--- src/rtl/util_win_ctrl.sv ---
// -----------------------------------------------------------------------------
// util_win_ctrl
//
// Window controller and result collector for the CA utilization monitor.
// A free-running window of 2^WIN_SHIFT cycles is framed by a one-cycle
// mon_upd pulse. Each pulse closes the monitor's window and clears its
// counters. The monitor then presents its eight utilization fields for one
// cycle. This block captures them as a stable snapshot. It also maintains:
//   - per-field peaks,
//   - a clamped total-busy percentage,
//   - a count of completed windows.
//
// Optional feature (compile-time macro UTIL_ALARM_EN):
//   When defined, a sticky alarm is raised after ALARM_WIN consecutive
//   reported windows whose busy_pct is at or above alarm_thr.
//   When undefined, util_alarm is tied low and alarm_thr is ignored.
//
// Ports:
//   clk          core clock
//   rst          synchronous, active-high reset
//   mon_en       level; 1 = windows run, 0 = idle
//   mon_upd      registered one-cycle pulse to the monitor (closes a window)
//   aimc_ca_util NCH x UW utilization fields from the monitor
//   peak_clr     one-cycle pulse; clears util_peak (and util_alarm)
//   util_vld     one-cycle pulse; util_snap / busy_pct just updated
//   util_snap    last captured window values
//   util_peak    per-field maximum since reset or peak_clr
//   busy_pct     sum of fields NCH-1..2 of the snapshot, clamped to 100
//   win_cnt      completed (reported) windows, wraps at 16 bits
//   alarm_thr    alarm threshold in percent
//   util_alarm   sticky utilization alarm
// -----------------------------------------------------------------------------
module util_win_ctrl #(
  parameter int WIN_SHIFT = 24,
  parameter int UW        = 6,
  parameter int NCH       = 8,
  parameter int ALARM_WIN = 4
) (
  input  logic                    clk,
  input  logic                    rst,
  input  logic                    mon_en,
  output logic                    mon_upd,
  input  logic [NCH-1:0][UW-1:0]  aimc_ca_util,
  input  logic                    peak_clr,
  output logic                    util_vld,
  output logic [NCH-1:0][UW-1:0]  util_snap,
  output logic [NCH-1:0][UW-1:0]  util_peak,
  output logic [6:0]              busy_pct,
  output logic [15:0]             win_cnt,
  input  logic [6:0]              alarm_thr,
  output logic                    util_alarm
);

  // A zero-length window would need back-to-back captures with no gap
  // between the close pulse and the capture; not supported.
  if (WIN_SHIFT < 1) begin : g_bad_win_shift
    $error("util_win_ctrl: WIN_SHIFT must be >= 1");
  end
  if (ALARM_WIN < 1 || ALARM_WIN > 7) begin : g_bad_alarm_win
    $error("util_win_ctrl: ALARM_WIN must be in 1..7 (3-bit run counter)");
  end

  localparam logic [WIN_SHIFT-1:0] T_LAST = '1;
  // mon_upd is registered, so it is set one count before the terminal value
  // and is high while the timer reads T_LAST.
  localparam logic [WIN_SHIFT-1:0] T_PRE  = T_LAST - WIN_SHIFT'(1);

  // ---------------------------------------------------------------------------
  // Helpers
  // ---------------------------------------------------------------------------
  // Sum of the reported fields (NCH-1..2), 9 bits wide.
  function automatic logic [8:0] field_sum(input logic [NCH-1:0][UW-1:0] f);
    logic [8:0] s;
    s = '0;
    for (int i = 2; i < NCH; i++) begin
      s = s + 9'(f[i]);
    end
    return s;
  endfunction

  // Saturate a sum to a percentage.
  function automatic logic [6:0] sat_pct(input logic [8:0] s);
    return (s > 9'd100) ? 7'd100 : s[6:0];
  endfunction

  // ---------------------------------------------------------------------------
  // Window FSM, timer and mon_upd
  // ---------------------------------------------------------------------------
  typedef enum logic [1:0] {
    S_IDLE  = 2'd0,
    S_PRIME = 2'd1,
    S_RUN   = 2'd2
  } state_e;

  state_e               state_q;
  logic [WIN_SHIFT-1:0] timer_q;
  logic                 mon_upd_q;
  // Tags the current mon_upd as the prime pulse, whose partial window is
  // thrown away instead of reported.
  logic                 upd_disc_q;

  always_ff @(posedge clk) begin
    if (rst) begin
      state_q    <= S_IDLE;
      timer_q    <= '0;
      mon_upd_q  <= 1'b0;
      upd_disc_q <= 1'b0;
    end else begin
      mon_upd_q  <= 1'b0;
      upd_disc_q <= 1'b0;
      case (state_q)
        S_IDLE: begin
          timer_q <= '0;
          if (mon_en) begin
            // The pulse is high during the PRIME cycle itself.
            state_q    <= S_PRIME;
            mon_upd_q  <= 1'b1;
            upd_disc_q <= 1'b1;
          end
        end
        S_PRIME: begin
          timer_q <= '0;
          state_q <= S_RUN;
        end
        S_RUN: begin
          if (!mon_en) begin
            // Leave without closing the window, even at terminal count.
            state_q <= S_IDLE;
            timer_q <= '0;
          end else begin
            timer_q <= timer_q + WIN_SHIFT'(1);
            if (timer_q == T_PRE) begin
              mon_upd_q <= 1'b1;
            end
          end
        end
        default: begin
          state_q <= S_IDLE;
          timer_q <= '0;
        end
      endcase
    end
  end

  assign mon_upd = mon_upd_q;

  // ---------------------------------------------------------------------------
  // Stage p0: monitor fields valid this cycle (one after mon_upd)
  // ---------------------------------------------------------------------------
  logic vld_p0_q;
  logic disc_p0_q;

  always_ff @(posedge clk) begin
    if (rst) begin
      vld_p0_q  <= 1'b0;
      disc_p0_q <= 1'b0;
    end else begin
      vld_p0_q  <= mon_upd_q;
      disc_p0_q <= upd_disc_q;
    end
  end

  logic       cap_rpt;
  logic [6:0] cap_busy;

  assign cap_rpt  = vld_p0_q && !disc_p0_q;
  assign cap_busy = sat_pct(field_sum(aimc_ca_util));

  // ---------------------------------------------------------------------------
  // Stage p1: snapshot, peaks, busy and count registered; util_vld pulses
  // ---------------------------------------------------------------------------
  logic                   vld_p1_q;
  logic [NCH-1:0][UW-1:0] snap_q,  snap_d;
  logic [NCH-1:0][UW-1:0] peak_q,  peak_d;
  logic [6:0]             busy_q,  busy_d;
  logic [15:0]            cnt_q,   cnt_d;

  always_comb begin
    snap_d = snap_q;
    peak_d = peak_q;
    busy_d = busy_q;
    cnt_d  = cnt_q;
    if (cap_rpt) begin
      snap_d = aimc_ca_util;
      busy_d = cap_busy;
      cnt_d  = cnt_q + 16'd1;
      // A coincident peak_clr clears first, so the peak reloads from the
      // new snapshot.
      for (int i = 0; i < NCH; i++) begin
        if (peak_clr || (aimc_ca_util[i] > peak_q[i])) begin
          peak_d[i] = aimc_ca_util[i];
        end
      end
    end else if (peak_clr) begin
      peak_d = '0;
    end
  end

  always_ff @(posedge clk) begin
    if (rst) begin
      vld_p1_q <= 1'b0;
      snap_q   <= '0;
      peak_q   <= '0;
      busy_q   <= '0;
      cnt_q    <= '0;
    end else begin
      vld_p1_q <= cap_rpt;
      snap_q   <= snap_d;
      peak_q   <= peak_d;
      busy_q   <= busy_d;
      cnt_q    <= cnt_d;
    end
  end

  assign util_vld  = vld_p1_q;
  assign util_snap = snap_q;
  assign util_peak = peak_q;
  assign busy_pct  = busy_q;
  assign win_cnt   = cnt_q;

`ifdef UTIL_ALARM_EN
  // Consecutive over-threshold run length, saturating at ALARM_WIN.
  logic [2:0] run_q, run_d;
  logic       alarm_q, alarm_d;

  always_comb begin
    run_d   = run_q;
    alarm_d = alarm_q && !peak_clr;
    if (cap_rpt) begin
      if (cap_busy >= alarm_thr) begin
        if (run_q < 3'(ALARM_WIN)) begin
          run_d = run_q + 3'd1;
        end
        // Setting overrides a coincident peak_clr.
        if (run_q >= 3'(ALARM_WIN - 1)) begin
          alarm_d = 1'b1;
        end
      end else begin
        run_d = '0;
      end
    end
  end

  always_ff @(posedge clk) begin
    if (rst) begin
      run_q   <= '0;
      alarm_q <= 1'b0;
    end else begin
      run_q   <= run_d;
      alarm_q <= alarm_d;
    end
  end

  assign util_alarm = alarm_q;
`else
  logic unused_alarm_thr;
  assign unused_alarm_thr = ^alarm_thr;
  assign util_alarm       = 1'b0;
`endif

endmodule

--- config.mk ---
export PLATFORM = sky130hd
export DESIGN_NAME = util_win_ctrl
export DESIGN_NICKNAME = d
export VERILOG_FILES = /design/src/rtl/util_win_ctrl.sv
export SDC_FILE = /design/constraint.sdc
export NUM_CORES = 1
export LEC_CHECK = 0
export BUFFER_PORTS_ARGS = -buffer_cell sky130_fd_sc_hd__buf_2
export CORE_AREA = 2 2 129 131
export DETAILED_ROUTE_END_ITERATION = 7
export DIE_AREA = 0 0 131 133
export MAX_ROUTING_LAYER = met4
export PLACE_DENSITY = 0.72
export SLEW_MARGIN = 20
export SYNTH_ARGS = -nofsm -noshare
export SYNTH_HDL_FRONTEND = slang
export SYNTH_SLANG_ARGS = --single-unit
--- constraint.sdc ---
create_clock -name clk -period 11.25 [get_ports clk]
set_input_delay 1.125 -clock clk [delete_from_list [all_inputs] [get_ports clk]]
set_output_delay 1.125 -clock clk [all_outputs]
set_load 0.01 [all_outputs]
; Yosys cells after proc, flatten, opt, wreduce, memory -nomap -nowiden
; Index checks and enable logic that the tools add are counted.
[word_totals]
wordCells = 98
out_inout_bits = 122
regBits = 150
[classes]
n_reduce_logical = 23
magnitude_cmp = 9
muxes = 18
n_eq_ne = 13
n_bitwise = 3
add_sub_neg = 7
[op_table]
columns = cell, count
row1 = $mux 48, 2
row2 = $gt 6x6->1, 8
row3 = $mux 6, 8
row4 = $add 24x1->24 const B, 1
row5 = $eq 24x24->1 const B, 1
row6 = $add 9x6->9, 2
row7 = $reduce_and 2->1, 9
row8 = $add 16x1->16 const B, 1
row9 = $ne 2x1->1 const B, 8
row10 = $add 8x6->9, 1
row11 = $gt 9x7->1 const B, 1
row12 = $add 7x6->8, 1
row13 = $logic_or 1x1->1, 8
row14 = $add 6x6->7, 1
row15 = $mux 7, 1
row16 = $pmux 2 s3, 1
row17 = $mux 2, 2
row18 = $ne 2x2->1 const B, 2
row19 = $mux 1, 3
row20 = $not 1->1, 3
row21 = $reduce_or 3->1, 1
row22 = $eq 2x1->1 const B, 1
row23 = $eq 2x2->1 const B, 1
row24 = $logic_not 2->1, 1
row25 = other kinds (5), 5

; Longest topological paths before layout
; Gate-level depths: netlist (run 1).
[logic_depth]
depth_word = 7
ltp_mapped = 15
ltp_nobuf = 15

; Worst setup path after synthesis (run 1)
; Ideal clock, no wire load.
[synth_path]
path_kind = input-to-reg
startpoint = input aimc_ca_util[16] (netlist bit)
endpoint = register busy_q[3], in the netlist busy_pct[3]
setup_time_ns = 0.087
cell_stages = 13
path_slack_ns = 6.897
path_buffers = 0
arrival_ns = 4.266
cell_sequence = inv_1 fa_1 inv_1 fa_1 inv_1 fa_1 inv_1 ha_1 or2_2 o221a_2 o31ai_2 o21ai_0 o31ai_1
[synth_between]
elab_chain_len = 7
[synth_lines]
columns = element, line_no
row1 = "start, declared", 43  ; input logic [NCH-1:0][UW-1:0] aimc_ca_util,
row2 = $add 6x6->7, 76  ; s = s + 9'(f[i]);
row3 = $add 7x6->8, 76
row4 = $add 8x6->9, 76
row5 = $add 9x6->9 (2 in a row), 76
row6 = $gt 9x7->1, 83  ; return (s > 9'd100) ? 7'd100 : s[6:0];
row7 = $mux 7, 83
row8 = "end signal, assigned", 210  ; busy_q <= busy_d;
row9 = "end, declared", 175  ; logic [6:0] busy_q, busy_d;
; Every way passes these cells.
; A chain may end at the register's enable or synchronous reset.

; Worst setup path in the final report (run 1)
[layout_path]
startpoint = input aimc_ca_util[14] (netlist bit)
endpoint = register busy_q[0], in the netlist busy_pct[0]
; The elaborated chain is that of the path after synthesis.

==> results of run 1 <==
[per-stage QoR]
step	hold slack, ns	utilization [%]	cell area, um2	worst slack, ns	instances
after floorplan	0.414	-	7830	6.90	886
after global placement	0.420	54.8	8870	6.42	1247
after global routing	0.456	58.4	9440	6.63	1279
final	0.442	58.4	9440	6.84	1279
after detailed placement	0.434	54.8	8870	6.40	1247
after CTS	0.449	58.4	9440	6.84	1279
[flip-flops by register name, summed over array words and instances (netlist names)]
register,count
busy_pct,7
disc_p0_q,1
mon_upd,1
state_q,2
timer_q,24
upd_disc_q,1
util_peak,48
util_snap,48
util_vld,1
vld_p0_q,1
win_cnt,16
[cell usage in the layout, fill, tap and decap left out, types with 6 or more instances in the layout]
| cell | count |
|---|---|
| ha_1 | 57 |
| xor2_1 | 15 |
| nor2_1 | 84 |
| xnor2_1 | 19 |
| o21ai_0 | 16 |
| o21bai_1 | 8 |
| o32ai_2 | 7 |
| and4_1 | 9 |
| a31oi_1 | 7 |
| or2_2 | 9 |
| nand2_1 | 120 |
| inv_1 | 108 |
| clkbuf_16 | 17 |
| o21a_1 | 8 |
| dfxtp_1 | 150 |
| a211oi_1 | 9 |
| nand3_1 | 18 |
| mux2_2 | 38 |
| a21oi_1 | 68 |
| or3_1 | 10 |
| and3_1 | 6 |
| nor2b_1 | 11 |
| nor3_1 | 6 |
| buf_2 | 171 |
| fa_1 | 24 |
[metal layers]
| layer | track usage [%] | routed length (um) |
|---|---|---|
| met2 | 35.5 | 8870 |
| met4 | 5.44 | 227 |
| met3 | 4.37 | 779 |
| met1 | 26.4 | 8460 |
| met5 | - | 0 |
[cells in the mapped netlist (2+ instances only)]
| cell type | count |
|---|---|
| nand4_1 | 5 |
| and4_1 | 9 |
| mux2_2 | 38 |
| xnor2_1 | 19 |
| o21a_1 | 8 |
| or3_1 | 10 |
| a21oi_1 | 68 |
| clkbuf_1 | 28 |
| o21ai_0 | 16 |
| and3_1 | 6 |
| mux2i_1 | 3 |
| ha_1 | 57 |
| o32ai_2 | 7 |
| nor2_1 | 84 |
| buf_1 | 4 |
| nor3_1 | 6 |
| nand3_1 | 18 |
| nor2b_1 | 12 |
| xor2_1 | 15 |
| or2_2 | 9 |
| a211oi_1 | 9 |
| o21bai_1 | 8 |
| nor3_2 | 2 |
| nand2b_1 | 5 |
| o31ai_1 | 4 |
| inv_1 | 108 |
| dfxtp_1 | 150 |
| fa_1 | 24 |
| nand2_1 | 120 |
| nand3b_1 | 5 |
| o221a_2 | 2 |
| a31oi_1 | 7 |
[cells by family after synthesis]
group	after synthesis
other	1
DFF	150
muxes	41
AOI/OAI and AO/OA	136
and+or+nand+nor	301
adders and majority gates	81
buffers and inverters	142
xor gates and xnor gates	34
[layout make-up]
type / count / share of cell area [%]
clock inverters: 15 / 1.55
inverters: 108 / 4.30
clock buffers: 17 / 4.51
well taps: 220 / 2.92
multi-input cells: 594 / 45.5
flip-flops and latches: 150 / 31.8
repair buffers: 175 / 9.39
[how the worst max path moves through the flow]
stage,depth (start not counted),slack (ns),end
2_1_floorplan,13,6.90,busy_pct[3]$_SDFFE_PP0P_
3_3_place_gp,14,6.42,busy_pct[0]$_SDFFE_PP0P_
3_5_place_dp,14,6.40,busy_pct[0]$_SDFFE_PP0P_
4_1_cts,14,6.84,busy_pct[0]$_SDFFE_PP0P_
5_1_grt,14,6.63,busy_pct[0]$_SDFFE_PP0P_
6_report,14,6.84,busy_pct[0]$_SDFFE_PP0P_
[power groups by stage]
stage                     Combinational (uW)  Sequential [uW]  Clock (uW)
after floorplan                          183              564           0
after global placement                   253              560           0
after detailed placement                 259              560           0
after CTS                                261              548         564
after global routing                     295              549         586
final                                    259              549         552
==> out/summary.txt, run 1 <==
status -> finished, final reports clean
hold_buf cts -> 0
Worst-Margin Slew -> 0.895 ns
P_sw -> 401 uW
CP required -> 11.52 ns
vias per inst -> 5.10
sequential fraction of the synthesis area -> 38.3%
Detail Route Antenna Nets -> 0
compound-gate portion of the synthesized area -> 11.3%
Clk pwr share -> 40.6%
grt ovf -> 0
Max Clk Rate -> 0.227 GHz
Static Leak -> 0.00409 uW
DR vias -> 6,527
ANT cells -> 0
Slew Limit Fails -> 0
HPWL Detailed -> 13,500 um
largest family of logic cells by synthesized area -> simple AND/OR/NAND/NOR gates
Fin. Hold Viols -> 0
setup tns final -> 0 ns
#FFs+latches synth -> 150
Max transition margin -> 40.4%
worst min-delay path category -> flop to flop
TritonCTS clock tree -> built
CP arrival -> 4.68 ns
total wire length -> 18,300 um
fin crit share -> 39.2%
Syn Inst Count -> 886
Reg2Reg Depth -> 6
kind of cell adding the most delay to the critical path -> adder cells
Period minus WS final -> 4.41 ns
CP startpoint -> aimc_ca_util[14]
hold endpoint -> disc_p0_q$_SDFF_PP0_
routability cong. -> 0.797
die height -> 133 um
All-Layer GR Usage -> 21.3%
Synth Net Count -> 1,026
FF-to-FF setup slack -> 8.71 ns
Fill cells -> 1,464
clk_lat worst skew -> 0.42 ns
post-synthesis adder-cell area fraction -> 15.2%
clock buffer depth -> 2
mapped cell area -> 7830 um2
Seq pwr share -> 40.3%
Worst R2R Start -> disc_p0_q$_SDFF_PP0_
Comb pwr share -> 19.1%
CP Class -> primary input to flop
max cap viols -> 0
RSZ-0062 raised after global routing -> no
clk_skew -> 0.00456 ns
syn_area_per_cell -> 8.84 um2
Setup crit start kind -> primary input
first-pass detailed-route iteration total -> 5
share of the synthesized area in the top cell type -> 38.3%
# IOs -> 181
area of the multi-input gates -> 4300 um2
Top cell by count, worst path -> fa_1
clk root buf -> clkbuf_16
pin count of the biggest net entering global routing -> 86
worst-path maximum fanout -> 4
internal power -> 959 uW
num rows -> 47
slowest CP cell -> fa_1
initial antenna violation count -> 0
Synth cell types -> 52
total core area -> 16,200 um2
WP buf/inv -> 4
Worst-path clk slew -> 0.06 ns
worst-path cell chain -> buf_2 -> inv_1 -> fa_1 -> inv_1 -> fa_1 -> fa_1 -> ha_1 -> inv_1 -> fa_1 -> nor2b_1 -> o22ai_1 -> xnor2_1 -> o311ai_0 -> a21oi_1
die area -> 17,400 um2
Area contributors post-synth -> dfxtp_1 38%, ha_1 9.1%, fa_1 6.1%
Remaining DRCs -> 0
average wire per standard cell -> 14.3 um
Cell Pwr Density -> 144 nW/um2
simple-gate share of the synthesized area -> 18.5%
H-tree levels -> 4
EDFF count, synth -> 0
FF-to-FF End -> util_peak[8]$_SDFFE_PP0P_
vias in the first global route -> 6,117
Initial DRC Count -> 303
cell taking the most area after synthesis -> dfxtp_1
CTS resizes -> 0
first-pass GRT wire length -> 28,900 um
Design Power -> 1360 uW
top_reg_cell synth -> dfxtp_1
asr flop ratio synth -> 0%
post-synthesis mux area share -> 5.85%
Post CTS Setup Buffer Count -> 0
Hold Path Cell Cnt -> 1
final net count -> 1,186
Sw Share -> 29.5%
Yosys warnings -> 0
CTS Sinks -> 150
Die W -> 131 um
Final Setup Violations -> 0
Hold Path Origin -> upd_disc_q$_SDFF_PP0_
xor and xnor fraction of the mapped netlist area -> 3.80%
Initial Util -> 48.4%
Critical Path Sink Type -> flop
Crit path largest cell delay -> 0.56 ns
Area Overhead vs Synth -> 20.5%
proportion of layout cells with a drive suffix above 1 -> 26.2%
CTS Buf Count -> 17
register area -> 3000 um2
Port Buffer Count -> 172
maximum vdd drop -> 0.0963 mV
Note: power is estimated with default switching activity, not from simulation.
==> run 2, diff against run 1 <==
Settings changed: CORE_AREA 2 2 129 131 to 2 2 130 132, DIE_AREA 0 0 131 133 to 0 0 132 134, PLACE_DENSITY 0.72 to 0.73.
Clock period 11.25 ns to 3.9 ns, I/O delays scaled along.
==> run 2 against run 1 <==
Clock skew grew 0.0039 ns. Critical path type unchanged. Die area grew 1.5%. Critical endpoint unchanged. Clock power grew to 3.0 times the previous value. Wire length grew 0.46%. Largest cell class unchanged. Combinational power grew to 3.1 times the previous value. Cell area grew 0.74%. Sequential power grew to 2.9 times the previous value. Critical path depth is the same. Hold slack lost 0.22 ns.
==> out/summary.txt, run 2 (synthesized netlist as in run 1, its figures left out) <==
status -> finished, final reports clean
Critical Path Sink Type -> flop
RSZ-0062 raised after global routing -> no
final net count -> 1,194 (+0.67%)
# IOs -> 181 (unchanged)
Critical Path End -> busy_pct[0]$_SDFFE_PP0P_
Cell Pwr Density -> 422 nW/um2 (+190%)
hold_buf cts -> 0 (unchanged)
Setup crit start kind -> primary input
Initial DRC Count -> 313 (+3.3%)
grt ovf -> 0 (unchanged)
pin count of the biggest net entering global routing -> 75 (-13%)
Final Setup Violations -> 0 (unchanged)
Area Overhead vs Synth -> 21.4%
proportion of layout cells with a drive suffix above 1 -> 26.6% (+0.46 points)
initial antenna violation count -> 0 (unchanged)
CTS Buf Count -> 17 (unchanged)
Slew Limit Fails -> 0 (unchanged)
clk root buf -> clkbuf_16
Fin. Hold Viols -> 0 (unchanged)
Reg2Reg Depth -> 6 (unchanged)
Port Buffer Count -> 172 (unchanged)
H-tree levels -> 4 (unchanged)
total wire length -> 18,400 um (+0.46%)
CTS resizes -> 0 (unchanged)
CP startpoint -> aimc_ca_util[14]
clock buffer depth -> 2 (unchanged)
Worst-Margin Slew -> 0.750 ns (-0.144 ns)
Die W -> 132 um (+0.76%)
DR vias -> 6,508 (-0.29%)
Remaining DRCs -> 0 (unchanged)
Layout Cells excl Fill -> 1,287 (+0.63%)
commonest non-fill, non-tap cell in the layout -> buf_2
Cells after DPL -> 1,255 (+0.64%)
TritonCTS clock tree -> built
average wire per standard cell -> 14.3 um (-0.17%)
CP Class -> primary input to flop
maximum vdd drop -> 0.333 mV (+250%)
CTS Sinks -> 150 (unchanged)
routability cong. -> 0.828 (+4.0%)
most frequent cells in the layout -> 171 x buf_2, 150 x dfxtp_1, 120 x nand2_1
clk_skew -> 0.00842 ns (+0.00387 ns)
Worst-path clk slew -> 0.06 ns (about the same)
Max Clk Rate -> 0.285 GHz
FF-to-FF setup slack -> 1.61 ns (-7.10 ns)
total core area -> 16,300 um2 (+0.73%)
HPWL Detailed -> 13,700 um (+1.1%)
CP arrival -> 3.79 ns (-0.89 ns)
Max transition margin -> 50.0% (+9.6 points)
FF-to-FF End -> util_peak[29]$_SDFFE_PP0P_
clk_lat worst skew -> 0.43 ns (about the same)
Worst R2R Start -> disc_p0_q$_SDFF_PP0_
Fill cells -> 1,513 (+3.3%)
Initial Util -> 48.1% (-0.35 points)
worst min-delay path category -> primary input to flop
die height -> 134 um (+0.75%)
first-pass GRT wire length -> 29,200 um (+1.0%)
ANT cells -> 0 (unchanged)
CP required -> 4.18 ns (-7.34 ns)
num rows -> 47 (unchanged)
Period minus WS final -> 3.51 ns
setup tns final -> 0 ns (unchanged)
max cap viols -> 0 (unchanged)
All-Layer GR Usage -> 21.2% (-0.14 points)
fin crit share -> 90.0%
Detail Route Antenna Nets -> 0 (unchanged)
Static Leak -> 0.00414 uW (+1.0%)
vias in the first global route -> 6,074 (-0.70%)
worst-path maximum fanout -> 4 (unchanged)
Post CTS Setup Buffer Count -> 0 (unchanged)
vias per inst -> 5.06 (-0.91%)
die area -> 17,700 um2 (+1.5%)
first-pass detailed-route iteration total -> 4 (-1)
## run 2: cell types whose count changed in the layout (fill, tap and decap cells not counted)
cell       previous run  this run
clkbuf_1              0         1
clkinv_2              2         3
bufinv_16             1         2
inv_8                 2         1
buf_4                 4        12
inv_6                 4         2
## run 2: critical path: stages
cell and delay (ns):
buf_2 0.12, inv_1 0.08, fa_1 0.54, inv_1 0.06, fa_1 0.50, fa_1 0.55
ha_1 0.16, inv_1 0.05, fa_1 0.38, nor2b_1 0.16, o22ai_1 0.12, xnor2_1 0.19
o311ai_0 0.39, a21oi_1 0.11
## run 2: metrics by stage
| step | worst slack (ns) | total power, uW | utilization (%) | instance area (um2) | hold WS (ns) |
|---|---|---|---|---|---|
| finish | 0.389 | 4010 | 58.4 | 9510 | 0.220 |
| global placement | 0.00109 | 2390 | 54.8 | 8930 | 0.417 |
| CTS | 0.393 | 4050 | 58.4 | 9510 | 0.204 |
| floorplan | 0.282 | 2160 | - | 7830 | 0.414 |
| detailed placement | -0.0503 | 2420 | 54.8 | 8930 | 0.425 |
| global route | 0.145 | 4220 | 58.4 | 9510 | 0.219 |
## run 2: how the worst min path moves through the flow
stage / from / endpoint / slack [ns] / cells past startpoint
2_1_floorplan: upd_disc_q$_SDFF_PP0_ / disc_p0_q$_SDFF_PP0_ / 0.41 / 1
3_3_place_gp: upd_disc_q$_SDFF_PP0_ / disc_p0_q$_SDFF_PP0_ / 0.42 / 1
3_5_place_dp: upd_disc_q$_SDFF_PP0_ / disc_p0_q$_SDFF_PP0_ / 0.42 / 1
4_1_cts: aimc_ca_util[30] / util_snap[30]$_SDFFE_PP0P_ / 0.20 / 3
5_1_grt: aimc_ca_util[30] / util_snap[30]$_SDFFE_PP0P_ / 0.22 / 3
6_report: aimc_ca_util[30] / util_snap[30]$_SDFFE_PP0P_ / 0.22 / 3
## run 2: layout make-up
cell class              instances  area (um2)  share of cell area, %
clock buffers                  18         429                   4.51
multi-input cells             594        4300                   45.2
well taps                     220         275                   2.90
repair buffers                183         946                   9.95
inverters                     108         405                   4.26
clock inverters                14         153                   1.61
flip-flops and latches        150        3000                   31.6
## run 2: metal layers
layer	global-route usage, %	up-vias	wire length, um
met2	33.9	151	8680
met4	8.27	0	420
met5	-	-	0
met1	26.6	3043	8590
li1	-	3279	-
met3	4.16	35	737
## run 2: where the power goes
group | internal [uW] | leakage [uW] | switching [uW]
clock network | 948 | 0.000279 | 680
registers | 1560 | 0.00121 | 17.5
logic | 351 | 0.00264 | 454
==> run 3, diff against run 2 <==
Settings changed: CORE_AREA 2 2 130 132 to 2 2 129 131, CTS_BUF_LIST set to sky130_fd_sc_hd__clkbuf_2 sky130_fd_sc_hd__clkbuf_4 sky130_fd_sc_hd__clkbuf_8, DIE_AREA 0 0 132 134 to 0 0 131 133, PLACE_DENSITY 0.73 to 0.74.
==> run 3 against run 2 <==
Clock power shrank 32%. Combinational power shrank 4.3%. Clock skew grew 0.0049 ns.
==> out/summary.txt, run 3 (synthesized netlist as in run 1, its figures left out) <==
die area -> 17,400 um2 (-1.5%)
max cap viols -> 0 (unchanged)
Hold Path Origin -> aimc_ca_util[30]
total wire length -> 17,700 um (-3.9%)
# IOs -> 181 (unchanged)
most frequent cells in the layout -> 171 x buf_2, 150 x dfxtp_1, 120 x nand2_1
hold_buf cts -> 0 (unchanged)
Slew Limit Fails -> 0 (unchanged)
maximum vdd drop -> 0.222 mV (-33%)
Final WS setup -> 0.451 ns (+0.0619 ns)
pin count of the biggest net entering global routing -> 80 (+6.7%)
first-pass GRT wire length -> 28,900 um (-1.2%)
CP startpoint -> aimc_ca_util[16]
TritonCTS clock tree -> built
commonest non-fill, non-tap cell in the layout -> buf_2
WHS -> 0.195 ns (-0.0252 ns)
worst min-delay path category -> primary input to flop
CP required -> 4.25 ns (+0.07 ns)
Fin. Hold Viols -> 0 (unchanged)
area post-placement -> 8910 um2 (-0.20%)
vias per inst -> 5.01 (-0.89%)
CTS Buf Count -> 17 (unchanged)
HPWL Detailed -> 13,300 um (-2.9%)
clk_lat worst skew -> 0.45 ns (+0.02 ns)
Max transition margin -> 48.4% (-1.5 points)
Initial DRC Count -> 297 (-5.1%)
total core area -> 16,200 um2 (-0.72%)
num rows -> 47 (unchanged)
vias in the first global route -> 6,137 (+1.0%)
Port Buffer Count -> 172 (unchanged)
Remaining DRCs -> 0 (unchanged)
Critical Path Sink Type -> flop
worst-path maximum fanout -> 4 (unchanged)
Cell Pwr Density -> 372 nW/um2 (-12%)
average wire per standard cell -> 13.8 um (-3.6%)
H-tree levels -> 4 (unchanged)
Area Overhead vs Synth -> 18.4%
clk_skew -> 0.0133 ns (+0.00489 ns)
fin crit share -> 88.4% (-1.6 points)
Max Clk Rate -> 0.290 GHz (+1.8%)
Die W -> 131 um (-0.76%)
Setup crit start kind -> primary input
Detail Route Antenna Nets -> 0 (unchanged)
CP Class -> primary input to flop
initial antenna violation count -> 0 (unchanged)
Worst-Margin Slew -> 0.773 ns (+0.0232 ns)
Period minus WS final -> 3.45 ns (-0.0619 ns)
status -> finished, final reports clean
Post CTS Setup Buffer Count -> 0 (unchanged)
Worst-path clk slew -> 0.08 ns (+0.02 ns)
Static Leak -> 0.00403 uW (-2.5%)
final net count -> 1,190 (-0.34%)
routability cong. -> 0.855 (+3.2%)
first-pass detailed-route iteration total -> 7 (+3)
Final Setup Violations -> 0 (unchanged)
RSZ-0062 raised after global routing -> no
proportion of layout cells with a drive suffix above 1 -> 26.4% (-0.18 points)
clk root buf -> clkbuf_8
CP arrival -> 3.80 ns (about the same)
Finished Cell Area -> 9280 um2 (-2.4%)
CTS Sinks -> 150 (unchanged)
All-Layer GR Usage -> 21.3% (+0.11 points)
Initial Util -> 48.4% (+0.35 points)
Worst R2R Start -> disc_p0_q$_SDFF_PP0_
clock buffer depth -> 2 (unchanged)
DR vias -> 6,430 (-1.2%)
grt ovf -> 0 (unchanged)
die height -> 133 um (-0.75%)
ANT cells -> 0 (unchanged)
CTS resizes -> 0 (unchanged)
setup slack after placement -> -0.0268 ns (+0.0235 ns)
==> run 3: cell count changes in the layout (fill, tap and decap cells not counted), sizes merged <==
cell,before,now
buf,183,179
bufinv,2,0
clkbuf,18,20
clkinv,6,7
clkinvlp,3,2
==> run 3: path summary, 6_finish.rpt <==
check	to	slack, ns	cells past startpoint
worst max-delay path	busy_pct[3]$_SDFFE_PP0P_	0.45	14
worst min-delay path	util_snap[30]$_SDFFE_PP0P_	0.19	3
worst max register to register	win_cnt[15]$_SDFFE_PP0P_	1.58	6
worst min register to register	disc_p0_q$_SDFF_PP0_	0.44	1
==> run 3: metrics by stage <==
step | power, uW | TNS, ns | util [%] | instances
floorplan | 2160 | 0 | - | 886
global placement | 2370 | 0 | 55.1 | 1251
detailed placement | 2390 | -0.0782 | 55.1 | 1251
CTS | 3500 | 0 | 57.4 | 1283
global route | 3670 | 0 | 57.4 | 1283
finish | 3460 | 0 | 57.4 | 1283
==> run 3: cell type report <==
cell class	instances	area, um2
Inverter	108	405
Sequential cell	150	3000
Tap cell	220	275
Clock buffer	20	275
Clock inverter	12	95.1
Fill cell	1500	6890
Multi-Input combinational cell	594	4300
Timing Repair Buffer	179	928
==> run 3: critical path, cell delays in order <==
cell	delay (ns)
buf_2	0.12
inv_1	0.06
fa_1	0.53
inv_1	0.05
fa_1	0.53
inv_1	0.05
fa_1	0.53
inv_1	0.04
ha_1	0.21
or2_2	0.31
o221a_2	0.24
o31ai_2	0.34
o21ai_0	0.18
o31ai_1	0.22
==> run 3: report_power, final <==
part	internal [uW]	total (uW)	switching [uW]	leakage [uW]
logic	330	770	440	0.00263
clock network	499	1110	607	0.000186
registers	1560	1580	17.2	0.00121
total	2390	3460	1060	0.00403
==> run 3: routing by layer <==
| metal | share of wire, % | wire (um) | track usage [%] | vias up |
|---|---|---|---|---|
| met2 | 47 | 8360 | 34.1 | 124 |
| met3 | 4.2 | 746 | 4.69 | 22 |
| met1 | 47 | 8360 | 27.1 | 3014 |
| met4 | 1.4 | 241 | 5.97 | 0 |
| li1 | - | - | - | 3270 |
| met5 | 0 | 0 | - | - |
